--- src/rtl/fetch_pkg.sv ---
// Shared types and constants for the instruction fetch sequencer.
package fetch_pkg;

    typedef enum logic [1:0] {
        IDLE = 2'd0,
        RUN  = 2'd1,
        HALT = 2'd2
    } state_t;

    // Instruction word that stops fetching once decode accepts it.
    localparam logic [31:0] HALT_INSTR = 32'h0000_0021;

    // Primary opcode field values used by the surrounding pipeline.
    localparam logic [5:0] OP_BEQ = 6'b000110;
    localparam logic [5:0] OP_J   = 6'b000010;
    localparam logic [5:0] OP_LW  = 6'b000100;

endpackage

--- src/rtl/next_pc_calc.sv ---
// Combinational next-PC selection: jump > taken branch > sequential.
module next_pc_calc #(
    parameter int N = 32
) (
    input  logic [N-1:0] pc,
    input  logic         jump,
    input  logic [25:0]  jump_target,
    input  logic         branch_taken,
    input  logic [15:0]  branch_offset,
    output logic [N-1:0] next_pc
);

    logic [N-1:0] pc4;
    logic [N-1:0] branch_disp;
    logic [N-1:0] branch_pc;
    logic [N-1:0] jump_pc;

    assign pc4 = pc + N'(4);

    // Sign-extended word offset already scaled to bytes; the top bits lost
    // by the shift are dropped, which keeps the sum modulo 2^N.
    assign branch_disp = {{(N-18){branch_offset[15]}}, branch_offset, 2'b00};
    assign branch_pc   = pc4 + branch_disp;

    // Jump keeps the region bits of the sequential address.
    assign jump_pc = {pc4[N-1:28], jump_target, 2'b00};

    // Priority select of the redirect source.
    always_comb begin
        next_pc = pc4;
        if (jump) begin
            next_pc = jump_pc;
        end else if (branch_taken) begin
            next_pc = branch_pc;
        end
    end

endmodule

--- src/rtl/fetch_sequencer.sv ---
// Zero-latency instruction fetch sequencer with IDLE/RUN/HALT control.
// Optional macro FETCH_STATS_EN adds fetch_count and redirect_count outputs.
module fetch_sequencer
    import fetch_pkg::*;
#(
    parameter int          N        = 32,
    parameter logic [N-1:0] RESET_PC = '0,
    parameter int unsigned PC_LIMIT = 512
) (
    input  logic         clk,
    input  logic         reset,
    input  logic         start,
    output logic [N-1:0] imem_addr,
    input  logic [N-1:0] imem_instr,
    output logic [N-1:0] instr,
    output logic [N-1:0] instr_pc,
    output logic         instr_valid,
    input  logic         instr_ready,
    input  logic         branch_taken,
    input  logic [15:0]  branch_offset,
    input  logic         jump,
    input  logic [25:0]  jump_target,
    output logic         done,
    output logic         fault
`ifdef FETCH_STATS_EN
    ,
    output logic [31:0]  fetch_count,
    output logic [31:0]  redirect_count
`endif
);

    localparam logic [N-1:0] PC_LAST = N'(PC_LIMIT - 4);

    state_t       state, state_nxt;
    logic [N-1:0] pc, pc_nxt, calc_pc;
    logic         done_nxt, fault_nxt;
    logic         pc_oob, transfer, is_halt;

    next_pc_calc #(.N(N)) u_next_pc (
        .pc            (pc),
        .jump          (jump),
        .jump_target   (jump_target),
        .branch_taken  (branch_taken),
        .branch_offset (branch_offset),
        .next_pc       (calc_pc)
    );

    assign pc_oob      = (pc > PC_LAST);
    assign instr_valid = (state == RUN) && !pc_oob;
    assign transfer    = instr_valid && instr_ready;
    assign is_halt     = (imem_instr == N'(HALT_INSTR));
    assign imem_addr   = pc;
    assign instr_pc    = pc;
    assign instr       = instr_valid ? imem_instr : '0;

    // Next-state, next-PC and sticky status decisions.
    always_comb begin
        // NOTE: every output gets a default first so no path can infer a latch.
        state_nxt = state;
        pc_nxt    = pc;
        done_nxt  = done;
        fault_nxt = fault;
        unique case (state)
            IDLE: begin
                if (start) state_nxt = RUN;
            end
            RUN: begin
                if (pc_oob) begin
                    state_nxt = HALT;
                    fault_nxt = 1'b1;
                end else if (transfer) begin
                    if (is_halt) begin
                        state_nxt = HALT;
                        done_nxt  = 1'b1;
                    end else begin
                        pc_nxt = calc_pc;
                    end
                end
            end
            HALT: begin
                state_nxt = HALT;
            end
            default: state_nxt = IDLE;
        endcase
    end

    // State, PC and status registers with synchronous reset.
    always_ff @(posedge clk) begin
        // NOTE: non-blocking assignments so all registers update from pre-edge values.
        if (reset) begin
            state <= IDLE;
            pc    <= RESET_PC;
            done  <= 1'b0;
            fault <= 1'b0;
        end else begin
            state <= state_nxt;
            pc    <= pc_nxt;
            done  <= done_nxt;
            fault <= fault_nxt;
        end
    end

`ifdef FETCH_STATS_EN
    logic take_redirect;
    assign take_redirect = transfer && !is_halt && (jump || branch_taken);

    // Transfer and redirect statistics, wrapping at 2^32.
    always_ff @(posedge clk) begin
        if (reset) begin
            fetch_count    <= '0;
            redirect_count <= '0;
        end else begin
            if (transfer)      fetch_count    <= fetch_count + 32'd1;
            if (take_redirect) redirect_count <= redirect_count + 32'd1;
        end
    end
`endif

endmodule

--- config.mk ---
export PLATFORM = sky130hd
export DESIGN_NAME = fetch_sequencer
export DESIGN_NICKNAME = d
export VERILOG_FILES = /design/src/rtl/fetch_pkg.sv /design/src/rtl/next_pc_calc.sv /design/src/rtl/fetch_sequencer.sv
export SDC_FILE = /design/constraint.sdc
export NUM_CORES = 1
export LEC_CHECK = 0
export CELL_PAD_IN_SITES_DETAIL_PLACEMENT = 2
export CELL_PAD_IN_SITES_GLOBAL_PLACEMENT = 2
export CORE_UTILIZATION = 24
export DETAILED_ROUTE_END_ITERATION = 10
export HOLD_SLACK_MARGIN = 0.12
export PLACE_DENSITY_LB_ADDON = 0.12
export SLEW_MARGIN = 40
export SYNTH_ARGS = -nofsm -noshare
export SYNTH_HDL_FRONTEND = slang
export SYNTH_HIERARCHICAL = 1
export SYNTH_SLANG_ARGS = --single-unit
--- constraint.sdc ---
create_clock -name clk -period 4.3 [get_ports clk]
set_clock_uncertainty 0.05 [all_clocks]
set_input_delay 0.645 -clock clk [delete_from_list [all_inputs] [get_ports clk]]
set_output_delay 0.645 -clock clk [all_outputs]
set_load 0.05 [all_outputs]
### Yosys cells after proc, flatten, opt, wreduce, memory -nomap -nowiden

Index checks and enable logic that the tools add are counted.

| cells by class | value |
|---|---|
| muxes and demuxes | 8 |
| reduce and logical (&&, ||, !) cells | 8 |
| $add $sub $neg | 2 |
| $lt $le $gt $ge | 1 |
| bitwise gates (word level) | 2 |
| equality and inequality tests | 6 |

Operator list:

| operator | count |
|---|---|
| $mux W32 | 3 |
| $add A32 B3 Y32 const B | 1 |
| $add A32 B32 Y32 | 1 |
| $eq A32 B6 Y1 const B | 1 |
| $gt A32 B9 Y1 const B | 1 |
| $mux W2 | 4 |
| $reduce_and A4 Y1 | 2 |
| $ne A3 B3 Y1 const B | 2 |
| $pmux W2 S3 | 1 |
| $reduce_and A3 Y1 | 1 |
| $eq A2 B1 Y1 const B | 1 |
| $eq A2 B2 Y1 const B | 1 |
| $logic_and A1 B1 Y1 | 2 |
| $logic_not A2 Y1 | 1 |
| $ne A2 B2 Y1 const B | 1 |
| $not A1 Y1 | 2 |
| $reduce_and A2 Y1 | 1 |
| $logic_not A1 Y1 | 1 |

| word-level totals | value |
|---|---|
| register bits after elaboration | 36 |
| word-level logic and storage cells | 31 |
| bits of input ports | 80 |
| output and inout bits | 99 |

### Longest topological paths before layout

| depth | value |
|---|---|
| depth in word-level cells | 7 |
| mapped depth | 18 |
| gate-level depth less buffers | 17 |

### Modules after synthesis

The synthesis kept the hierarchy.

By module, submodules not included:

| module | area an instance (um^2) | cells each | seq. area each (um^2) | instances |
|---|---|---|---|---|
| next_pc_calc | 2780.2 | 415 | 0.0 | 1 |
| fetch_sequencer | 1898.1 | 233 | 720.7 | 1 |

### Worst setup path before layout

No wires, ideal clock.

| timing | value |
|---|---|
| path type | reg-to-reg |
| start | register pc[4] (netlist: imem_addr[4]) |
| end | register pc[25] (netlist: imem_addr[25]) |
| slack | 326 ps |
| path buffers | 1 |
| cell stages (with the launch flop) | 18 |
| clock period less this slack | 3974 ps |
| arrival time | 3796 ps |
| required time | 4122 ps |
| setup time | 128 ps |
| path through | dfxtp_1 and4_1 clkbuf_2 nand3_2 nor3_4 nand2_1 xnor2_1 ha_1 a21oi_2 a21boi_0 a31oi_2 o31ai_4 o31a_1 o41ai_4 xnor2_1 o21ai_1 a31oi_1 nor2_1 |

| between the ends | value |
|---|---|
| elaborated cells between the ends (all ways) | 10 |
| those cells by class | 2 x add/sub; 1 x order compare; 2 x mux; 1 x bitwise; 4 x reduce/logical |

RTL lines:

| item | RTL line | source |
|---|---|---|
| from (decl) | fetch_sequencer.sv:35 | `logic [N-1:0] pc, pc_nxt, calc_pc;` |
| from (signal assigned) | fetch_sequencer.sv:97 | `pc <= pc_nxt;` |
| $add A32 B3 Y32 (*) | next_pc_calc.sv:18 | `assign pc4 = pc + N'(4);` |
| $add A32 B32 Y32 | next_pc_calc.sv:23 | `assign branch_pc = pc4 + branch_disp;` |
| $mux W32 (*) | next_pc_calc.sv:33 | `end else if (branch_taken) begin` |
| $mux W32 (*) | next_pc_calc.sv:31 | `if (jump) begin` |
| via calc_pc[25] | fetch_sequencer.sv:35 |  |

The timed path passes the listed nets; every way through them passes the cells marked *.
A chain may end at the register's enable or synchronous reset.

### Worst setup path after layout

| timing | value |
|---|---|
| start | register pc[6] (netlist: imem_addr[6]) |
| end | register pc[24] (netlist: imem_addr[24]) |

The elaborated chain is that of the path after synthesis.

==> impl_metrics.env <==
export IMPL_status="finished, final reports clean"
export IMPL_maxSlewHeadroom=0.4685
export IMPL_switching_power_mw=2.188
export IMPL_crit_type="register to register"
export IMPL_synth_largest_area_cell="dfxtp_1"
export IMPL_ys_async_sr_fraction=0
export IMPL_synth_cell_types=64
export IMPL_synth_top_area_frac=0.1541
export IMPL_grt_max_degree=38
export IMPL_dpl_cell_area_sq_um=6638
export IMPL_hp_class="register to register"
export IMPL_clockBufferDepth=2
export IMPL_yosys_top_cells_count="a21oi_1, nor2_1, nand2_1, ha_1"
export IMPL_yosys_warnings=6
export IMPL_worstPathCellList="and4_1 -> nand3_2 -> nor3_4 -> buf_4 -> nand3_1 -> xnor2_1 -> ha_1 -> a21o_1 -> a21oi_1 -> nor2b_1 -> o311ai_0 -> o31a_1 -> nor4b_1 -> a211oi_1 -> o21ai_0 -> a31oi_1 -> nor2_1"
export IMPL_rsz0062_at_grt="false"
export IMPL_p_int_mw=1.655
export IMPL_p_comb_frac=0.760
export IMPL_vdd_drop_max_uv=327.4
export IMPL_path_clk_slew_ps=60
export IMPL_drc=0
export IMPL_timing_final_crit_share=0.9519
export IMPL_antenna_cells=0
export IMPL_grt_pass1_wl_um=33970
export IMPL_critPathTopFamily="compound AO/OA/AOI/OAI gates"
export IMPL_layout_drive_gt1_share=0.08344
export IMPL_dp_slack_ps=157.5
export IMPL_synth_cells=648
export IMPL_numPortBuffers=178
export IMPL_htree_levels=2
export IMPL_synth_edf_count=0
export IMPL_required_ps=4480
export IMPL_fill_cells=2231
export IMPL_setup_violations=0
export IMPL_vias=5523
export IMPL_synth_nets=768
export IMPL_p_per_area_nw_per_um2=560.5
export IMPL_leakage_nw=2.677
export IMPL_ys_flop_type="dfxtp_1"
export IMPL_tns_ps=0
export IMPL_area_growth_pct=46.54
export IMPL_period_needed_ps=4093
export IMPL_overflow=0
export IMPL_die_x_um=141.6
export IMPL_globalplace_congestion=0.8579
export IMPL_drt_iter0_markers=222
export IMPL_crit_path_start_kind="register"
export IMPL_vias_per_cell=5.196
export IMPL_grt_pass1_vias=5940
export IMPL_drv_slew=0
export IMPL_reg2reg_from="imem_addr[6]"
export IMPL_max_cap_violations=0
export IMPL_ys_seq_area_frac=0.1541
export IMPL_fmax_ghz=0.2443
export IMPL_swShare=0.5693
export IMPL_netlist_area_sq_um=4678
export IMPL_first_pass_iters=4
export IMPL_worst_pin_slew_ps=791.1
export IMPL_cp_startpoint="imem_addr[6]"
export IMPL_synth_avg_cell_area_sq_um=7.220
export IMPL_antenna_found_initial=0
export IMPL_crit_buf_inv=1
export IMPL_clockPowerShare=0.115
export IMPL_wl_um=22100
export IMPL_end_kind="register"
export IMPL_core_area_sq_um=18890
export IMPL_stdcell_area_sq_um=6855
export IMPL_cts_tree="built"
export IMPL_grt_usage=0.2220
export IMPL_detail_route_antenna_nets=0
export IMPL_fin_ws_ps=206.9
export IMPL_nets=922
export IMPL_min_delay_start="done"
export IMPL_hold_viol_final=0
export IMPL_critical_path_max_stage_delay_ps=480
export IMPL_pwr_share_seq=0.125
export IMPL_num_rows=50
export IMPL_final_core_util=0.3628
export IMPL_cts_num_sinks=36
export IMPL_post_dp_hpwl_um=17450
export IMPL_wl_per_cell_um=20.79
export IMPL_crit_arrival_ps=4280
export IMPL_cp_slowest_cell="dfxtp_1"
export IMPL_die_area_sq_um=20050
export IMPL_start_util=0.2476
export IMPL_synth_most_common_cell="a21oi_1"
export IMPL_die_h_um=141.6
export IMPL_cts_buffers=5
export IMPL_synth_seq_cells=36
export IMPL_design_portCount=179
export IMPL_cts_hold_buf=0
export IMPL_synth_area_leaders="dfxtp_1, ha_1, a21oi_1"
export IMPL_clockRootBuffer="clkbuf_16"
export IMPL_clk_latency_ps=300
export IMPL_path_max_fanout=7
kinds of logic (layout without fill, tap and decap cells):
| family | after synthesis | in the layout | synth area share |
|---|---|---|---|
| buf+inv | 79 | 234 | 0.09120 |
| mux | 6 | 6 | 0.01337 |
| compound gates | 190 | 190 | 0.2594 |
| flops | 36 | 36 | 0.1541 |
| xor+xnor | 50 | 50 | 0.09361 |
| fa+ha+maj | 40 | 40 | 0.1086 |
| simple gates | 247 | 247 | 0.2798 |
power by group through the flow:
stage	registers, mW	logic (mW)	clock network [mW]
floorplan	0.656	1.73	0
global placement	0.480	2.79	0
detailed placement	0.488	2.84	0
CTS	0.481	2.86	0.461
global route	0.490	3.10	0.476
finish	0.480	2.92	0.442
stage by stage:
stage / hold slack (ps) / std cells / total power [mW]
global placement: 394.1 / 1051 / 3.269
floorplan: 384.7 / 648 / 2.385
CTS: 440.0 / 1059 / 3.800
global route: 455.3 / 1063 / 4.064
detailed placement: 425.2 / 1051 / 3.332
finish: 426.3 / 1063 / 3.842
layout by cell type, fill, tap and decap left out, types with 5 or more instances in the layout:
cell type	count
nand3_1	29
xnor2_1	30
buf_4	30
clkdlybuf4s50_1	177
and3_1	5
xor2_1	20
nor4_1	12
nor2_1	55
a31oi_1	30
nor3_1	12
clkbuf_16	5
nand2_1	51
and2_1	35
nor2b_1	5
nand4_1	15
dfxtp_1	34
inv_1	17
a21o_1	15
o21ai_1	8
a21oi_1	55
ha_1	38
o21ai_0	36
metal layers:
layer / part of all wire / GRT usage / vias up
met5: 0 / 0 / -
met4: 0.012 / 0.05942 / 0
met3: 0.033 / 0.02430 / 15
met2: 0.50 / 0.4071 / 141
met1: 0.45 / 0.2730 / 2744
li1: - / - / 2623
area by class of cell:
| cell class | count | area [sq um] | area share |
|---|---|---|---|
| well taps | 260 | 325.3 | 0.04745 |
| inverters | 17 | 63.81 | 0.009308 |
| flip-flops and latches | 36 | 723.2 | 0.1055 |
| clock buffers | 6 | 128.9 | 0.01880 |
| repair buffers | 209 | 2017 | 0.2942 |
| multi-input cells | 533 | 3562 | 0.5196 |
| clock inverters | 2 | 35.03 | 0.005110 |
path summary, 6_finish.rpt:
check                  end  slack (ps)  cells past startpoint
max reg2reg  imem_addr[24]         210                     17
min                   done         430                      2
min reg2reg           done         430                      2
max          imem_addr[24]         210                     17
flip-flops by register name, summed over array words and instances, names as in the netlist:
register and flops:
fault 1, state 2, imem_addr 32, done 1
timing repair:
item,CTS,global route
gates resized for setup,0,6
buffers inserted,0,3
setup endpoints to repair,0,8
worst min-delay path, delay by kind of cell, from the launching register on:
family / cells / cell delay (ps)
flip-flops: 1 / 330
AND/OR/NAND/NOR: 1 / 70
AO/OA/AOI/OAI: 1 / 50
Power figures use the tool's default switching activity.
